$ cat src/rtl/rx_frame_pkg.sv
// Shared encodings and defaults for the oversampled serial frame receiver.
// State values, default widths and the bit_idx landmarks live here.
package rx_frame_pkg;

    localparam int OVERSAMPLE_DEF = 16;
    localparam int DATA_BITS_DEF  = 8;

`ifdef PARITY_CHECK_EN
    localparam bit PARITY_ON = 1'b1;
    typedef enum logic [2:0] {
        IDLE   = 3'd0,
        START  = 3'd1,
        DATA   = 3'd2,
        PARITY = 3'd3,
        STOP   = 3'd4,
        BREAK  = 3'd5
    } state_t;
`else
    localparam bit PARITY_ON = 1'b0;
    typedef enum logic [2:0] {
        IDLE   = 3'd0,
        START  = 3'd1,
        DATA   = 3'd2,
        STOP   = 3'd4,
        BREAK  = 3'd5
    } state_t;
`endif

    localparam logic [3:0] IDX_START = 4'd0;

    function automatic logic [3:0] idx_parity(input int data_bits);
        return 4'(data_bits + 1);
    endfunction

    function automatic logic [3:0] idx_stop(input int data_bits);
        return 4'(data_bits + 1 + (PARITY_ON ? 1 : 0));
    endfunction

endpackage

$ cat src/rtl/rx_frame_ctrl_bit_sample_counter.sv
// Mid-bit sample strobe and bit index generator for the frame receiver.
// Latency: strobe OVERSAMPLE/2 ticks after run rises, then every OVERSAMPLE ticks.
// Backpressure: none; free-running while run is high, held cleared otherwise.
module bit_sample_counter
    import rx_frame_pkg::*;
#(
    parameter int OVERSAMPLE = OVERSAMPLE_DEF
) (
    input  logic       sr_clk,
    input  logic       reset,
    input  logic       run,
    output logic       strobe,
    output logic [3:0] bit_idx
);

    localparam int              CW        = $clog2(OVERSAMPLE);
    localparam logic [CW-1:0]   HALF_LAST = CW'(OVERSAMPLE / 2 - 1);
    localparam logic [CW-1:0]   FULL_LAST = CW'(OVERSAMPLE - 1);

    logic [CW-1:0] cnt;
    logic          half;
    logic [3:0]    idx_q;

    // The first strobe lands mid start bit; afterwards the count is realigned
    // so every later strobe is a full bit period on, i.e. mid-bit again.
    assign strobe  = run && (cnt == (half ? HALF_LAST : FULL_LAST));
    assign bit_idx = run ? idx_q : IDX_START;

    always_ff @(posedge sr_clk or negedge reset) begin
        if (!reset) begin
            cnt   <= '0;
            half  <= 1'b1;
            idx_q <= IDX_START;
        end else if (!run) begin
            cnt   <= '0;
            half  <= 1'b1;
            idx_q <= IDX_START;
        end else if (strobe) begin
            cnt   <= '0;
            half  <= 1'b0;
            idx_q <= idx_q + 4'd1;
        end else begin
            cnt   <= cnt + CW'(1);
        end
    end

endmodule

$ cat src/rtl/rx_frame_ctrl.sv
// Oversampled serial frame receiver with valid/ready output; optional even parity via PARITY_CHECK_EN.
// Latency: rx_valid rises one sr_clk after the stop-bit mid sample (2-cycle input sync ahead of that).
// Backpressure: one-word holding register; a good frame arriving while it is full sets sticky overrun.
module rx_frame_ctrl
    import rx_frame_pkg::*;
#(
    parameter int OVERSAMPLE = OVERSAMPLE_DEF,
    parameter int DATA_BITS  = DATA_BITS_DEF
) (
    input  logic                 sr_clk,
    input  logic                 reset,
    input  logic                 rx_in,
    output logic [DATA_BITS-1:0] rx_data,
    output logic                 rx_valid,
    input  logic                 rx_ready,
    output logic                 frame_err,
    output logic                 parity_err,
    output logic                 overrun,
    output logic                 busy,
    output logic [3:0]           bit_idx
);

    logic                 rx_meta;
    logic                 rxs;
    logic                 armed;
    state_t               state;
    logic [DATA_BITS-1:0] shreg;
    logic                 strobe;
    logic                 run;
    logic                 good_stop;
    logic                 handshake;

    // Sync flops reset low so a line that never went high cannot start a frame.
    always_ff @(posedge sr_clk or negedge reset) begin
        if (!reset) begin
            rx_meta <= 1'b0;
            rxs     <= 1'b0;
            armed   <= 1'b0;
        end else begin
            rx_meta <= rx_in;
            rxs     <= rx_meta;
            if (rxs) armed <= 1'b1;
        end
    end

    assign run = (state != IDLE) && (state != BREAK);

    bit_sample_counter #(
        .OVERSAMPLE (OVERSAMPLE)
    ) u_bit_sample_counter (
        .sr_clk  (sr_clk),
        .reset   (reset),
        .run     (run),
        .strobe  (strobe),
        .bit_idx (bit_idx)
    );

`ifdef PARITY_CHECK_EN
    logic par_bad;
    logic parity_err_q;
    assign parity_err = parity_err_q;
    assign good_stop  = strobe && (state == STOP) && rxs && !par_bad;
`else
    assign parity_err = 1'b0;
    assign good_stop  = strobe && (state == STOP) && rxs;
`endif

    assign handshake = rx_valid && rx_ready;

    always_ff @(posedge sr_clk or negedge reset) begin
        if (!reset) begin
            state        <= IDLE;
            busy         <= 1'b0;
            shreg        <= '0;
            frame_err    <= 1'b0;
`ifdef PARITY_CHECK_EN
            par_bad      <= 1'b0;
            parity_err_q <= 1'b0;
`endif
        end else begin
            frame_err    <= 1'b0;
`ifdef PARITY_CHECK_EN
            parity_err_q <= 1'b0;
`endif
            case (state)
                IDLE: begin
                    if (armed && !rxs) begin
                        state   <= START;
                        busy    <= 1'b1;
`ifdef PARITY_CHECK_EN
                        par_bad <= 1'b0;
`endif
                    end
                end
                START: begin
                    if (strobe) begin
                        if (rxs) begin
                            state <= IDLE;
                            busy  <= 1'b0;
                        end else begin
                            state <= DATA;
                        end
                    end
                end
                DATA: begin
                    if (strobe) begin
                        shreg <= {rxs, shreg[DATA_BITS-1:1]};
                        if (bit_idx == 4'(DATA_BITS)) begin
`ifdef PARITY_CHECK_EN
                            state <= PARITY;
`else
                            state <= STOP;
`endif
                        end
                    end
                end
`ifdef PARITY_CHECK_EN
                PARITY: begin
                    // Even parity: the received bit must equal the XOR of the data bits.
                    if (strobe) begin
                        par_bad <= (rxs != ^shreg);
                        state   <= STOP;
                    end
                end
`endif
                STOP: begin
                    if (strobe) begin
`ifdef PARITY_CHECK_EN
                        parity_err_q <= par_bad;
`endif
                        if (!rxs) begin
                            frame_err <= 1'b1;
                            state     <= BREAK;
                        end else begin
                            state     <= IDLE;
                            busy      <= 1'b0;
                        end
                    end
                end
                BREAK: begin
                    if (rxs) begin
                        state <= IDLE;
                        busy  <= 1'b0;
                    end
                end
                default: begin
                    state <= IDLE;
                    busy  <= 1'b0;
                end
            endcase
        end
    end

    // A completing frame may refill the holding register in the same cycle it drains.
    always_ff @(posedge sr_clk or negedge reset) begin
        if (!reset) begin
            rx_data  <= '0;
            rx_valid <= 1'b0;
            overrun  <= 1'b0;
        end else begin
            if (good_stop) begin
                if (!rx_valid || handshake) begin
                    rx_data  <= shreg;
                    rx_valid <= 1'b1;
                end else begin
                    overrun  <= 1'b1;
                end
            end else if (handshake) begin
                rx_valid <= 1'b0;
            end
            if (handshake) overrun <= 1'b0;
        end
    end

endmodule

$ cat config.mk
export PLATFORM = sky130hd
export DESIGN_NAME = rx_frame_ctrl
export DESIGN_NICKNAME = d
export VERILOG_FILES = /design/src/rtl/rx_frame_pkg.sv /design/src/rtl/rx_frame_ctrl_bit_sample_counter.sv /design/src/rtl/rx_frame_ctrl.sv
export SDC_FILE = /design/constraint.sdc
export NUM_CORES = 1
export LEC_CHECK = 0
export CAP_MARGIN = 30
export CORE_ASPECT_RATIO = 2
export CORE_UTILIZATION = 55
export CTS_BUF_LIST = sky130_fd_sc_hd__clkbuf_8 sky130_fd_sc_hd__clkbuf_16
export DETAILED_ROUTE_END_ITERATION = 7
export PLACE_DENSITY = 0.84
export SLEW_MARGIN = 5
export SYNTH_ARGS = -nofsm -noshare
export SYNTH_HDL_FRONTEND = slang
export SYNTH_SLANG_ARGS = --single-unit
$ cat constraint.sdc
create_clock -name sr_clk -period 4.8 [get_ports sr_clk]
set_clock_uncertainty 0.2 [all_clocks]
set_input_delay 0.96 -clock sr_clk [delete_from_list [all_inputs] [get_ports sr_clk]]
set_output_delay 0.96 -clock sr_clk [all_outputs]
set_load 0.005 [all_outputs]
==> out/qor.txt <==
status: complete, no violations
crit path DAT: 2.12 ns
CP cell instances: xor2_1 > nor2_1 > nor2b_1 > clkdlybuf4s50_1
sequential fraction of the synthesis area: 55.81%
most frequent cells in the layout: dfrtp_1, clkdlybuf4s50_1, mux2_2
fmax: 305.3 MHz
initial drt markers: 23
Tcrit/Tclk final: 68.24%
final setup fails: 0
antenna cells: 0
CP required: 3.64 ns
total power: 0.7316 mW
Total Routed Length: 2964 um
Core ar.: 0.002736 mm2
crit start category: register
Final Critical Period: 3.276 ns
Synth Cell Area: 0.001572 mm2
critical path's top delay family: simple AND/OR/NAND/NOR gates
CTS tree: yes
setup ws final: 1.524 ns
PostCTS Resize Cnt: 0
vias per cell: 5.944
total via count in the routed design: 1,064
HP Class: register to register
TritonCTS Buffers: 5
Die Ht: 77.60 um
htree depth: 2
FF+latch count, synth: 35
vias in the first global route: 1,074
die width: 39.80 um
TritonCTS Sinks: 35
actual slew at the worst max-slew pin: 0.6932 ns
slowest cell on the critical path: nor2_1
share of layout cells above drive strength 1: 20.67%
Setup CP Type: register to output port
Final Hold Vio Count: 0
drt first pass iters: 4
commonest non-fill, non-tap cell in the layout: dfrtp_1
initial antenna violation count: 0
largest net degree at the start of global routing: 36
Synth Area per Inst: 12.09 um2
Nets: 156
crit-path max FO: 12
CP Capture Type: output port
Root Buffer: clkbuf_8
leakage power: 0.8605 nW
cell count after synthesis: 130
post-synth cell types: 36
Die ar.: 0.003088 mm2
post-synth net total: 136
first-pass GRT wire length: 4871 um
Bufs on Longest Clock Path: 2
design area: 0.001859 mm2
Max VDD drop: 242.9 uV
clk_lat worst skew: 0.30 ns
Worst Path Buf+Inv: 1
setup TNS: 0 ns
PD cells: 393.5 mW/mm2
hpwl dp: 2118 um
Worst-path clk slew: 0.07 ns
r2r setup slk: 2.74 ns
max cap viols: 0
CP max stage delay: 0.55 ns
wire length per cell: 16.56 um
# IOs: 21
global route total overflow: 0
post-route ant nets: 0
Synth warnings: 0
drt drc: 0
# port buffers: 19
Initial Util: 57.43%
Post-CTS Setup Repair Bufs: 0
Post-DP Area: 0.001772 mm2
Slew Viols, Final: 0
area delta synth->final: 18.31%
global-route total usage across every layer: 23.53%
GP Congestion: 0.7681
Rel. slew slack: 53.61%
Place WS: 1.854 ns
FP Rows: 27
RSZ-0062 raised after global routing: no
hold bufs inserted after CTS: 0
==> path summary, 6_finish.rpt <==
check	startpoint	to	cells after the start
max reg2reg	u_bit_sample_counter.cnt[0]$_DFF_PN0_	state[0]$_DFFE_PN0P_	5
min reg2reg	rx_meta$_DFF_PN0_	rxs$_DFF_PN0_	0
min in group asynchronous	reset	u_bit_sample_counter.idx_q[2]$_DFFE_PN0P_	2
min	rx_meta$_DFF_PN0_	rxs$_DFF_PN0_	0
max in group asynchronous	reset	u_bit_sample_counter.half$_DFFE_PN1P_	2
max	state[0]$_DFFE_PN0P_	bit_idx[0]	4
==> worst register-to-register path: stages, from the launching register on <==
cell	delay [ns]
dfrtp_1	0.40
ha_1	0.25
and2_0	0.27
a221oi_1	0.38
o22ai_1	0.18
a31o_2	0.26
==> logic make-up after synthesis <==
| logic type | count (synthesis) | share of synthesized area (%) |
|---|---|---|
| compound gates | 21 | 8.360 |
| xor+xnor | 8 | 4.458 |
| fa+ha+maj | 2 | 1.592 |
| buf+inv | 7 | 2.150 |
| flops | 35 | 55.81 |
| mux | 16 | 11.94 |
| other cells | 1 | 0.2386 |
| simple gates | 40 | 15.45 |
==> cell type report <==
| class | count | area, um2 |
|---|---|---|
| flip-flops and latches | 35 | 877.1 |
| fillers | 210 | 877.1 |
| multi-input cells | 88 | 660.6 |
| repair buffers | 20 | 197.7 |
| clock buffers | 6 | 82.58 |
| well taps | 29 | 36.28 |
| clock inverters | 1 | 5.005 |
==> routing by layer <==
metal | part of all wire [%] | GRT usage [%] | wire [um] | vias up
li1 | - | - | - | 488
met1 | 37 | 25.00 | 1082 | 541
met2 | 56 | 37.54 | 1671 | 24
met3 | 3.5 | 7.714 | 105 | 11
met4 | 3.5 | 14.14 | 104 | 0
met5 | 0 | 0 | 0 | -
==> cells in the mapped netlist (all sizes together) <==
cell / instances / share of area (%)
o22a: 1 / 0.56
nor2: 10 / 2.5
buf: 4 / 1.4
a31o: 1 / 0.56
and2: 1 / 0.40
o21a: 1 / 0.48
or2: 1 / 0.40
ha: 2 / 1.6
mux2: 16 / 12
conb: 1 / 0.24
xor2: 4 / 2.2
a31oi: 1 / 0.40
nand3: 5 / 1.6
nand2b: 2 / 0.80
nor3: 3 / 0.96
a21o: 2 / 0.96
xnor2: 4 / 2.2
nor4b: 3 / 2.6
a32o: 1 / 0.64
dfrtp: 34 / 54
nor2b: 6 / 2.4
nor3b: 1 / 0.48
dfstp: 1 / 1.7
clkbuf: 3 / 0.72
and3: 1 / 0.40
nand2: 6 / 2.4
o22ai: 1 / 0.40
a221oi: 1 / 0.56
nand3b: 1 / 0.48
o21ai: 5 / 1.6
a21oi: 7 / 2.2
==> sequential cells by signal, summed over array words and instances, names as in the netlist <==
| name | count |
|---|---|
| overrun | 1 |
| frame_err | 1 |
| rx_meta | 1 |
| u_bit_sample_counter.cnt | 4 |
| rx_data | 8 |
| shreg | 8 |
| rx_valid | 1 |
| busy | 1 |
| rxs | 1 |
| state | 3 |
| armed | 1 |
| u_bit_sample_counter.idx_q | 4 |
| u_bit_sample_counter.half | 1 |
==> where the power goes <==
part | internal [mW] | total [mW] | switching (mW)
Sequential | 0.326 | 0.362 | 0.0364
Clock | 0.112 | 0.215 | 0.103
Combinational | 0.0660 | 0.154 | 0.0878
==> per-stage QoR <==
| step | std cells | hold WS, ns | utilization (%) |
|---|---|---|---|
| floorplan | 130 | 0.1312 | - |
| global placement | 172 | 0.1361 | 64.75 |
| detailed placement | 172 | 0.1418 | 64.75 |
| CTS | 179 | 0.1568 | 67.95 |
| global route | 179 | 0.1721 | 67.95 |
| finish | 179 | 0.1517 | 67.95 |
No activity file was read; power rests on OpenSTA's default activity.
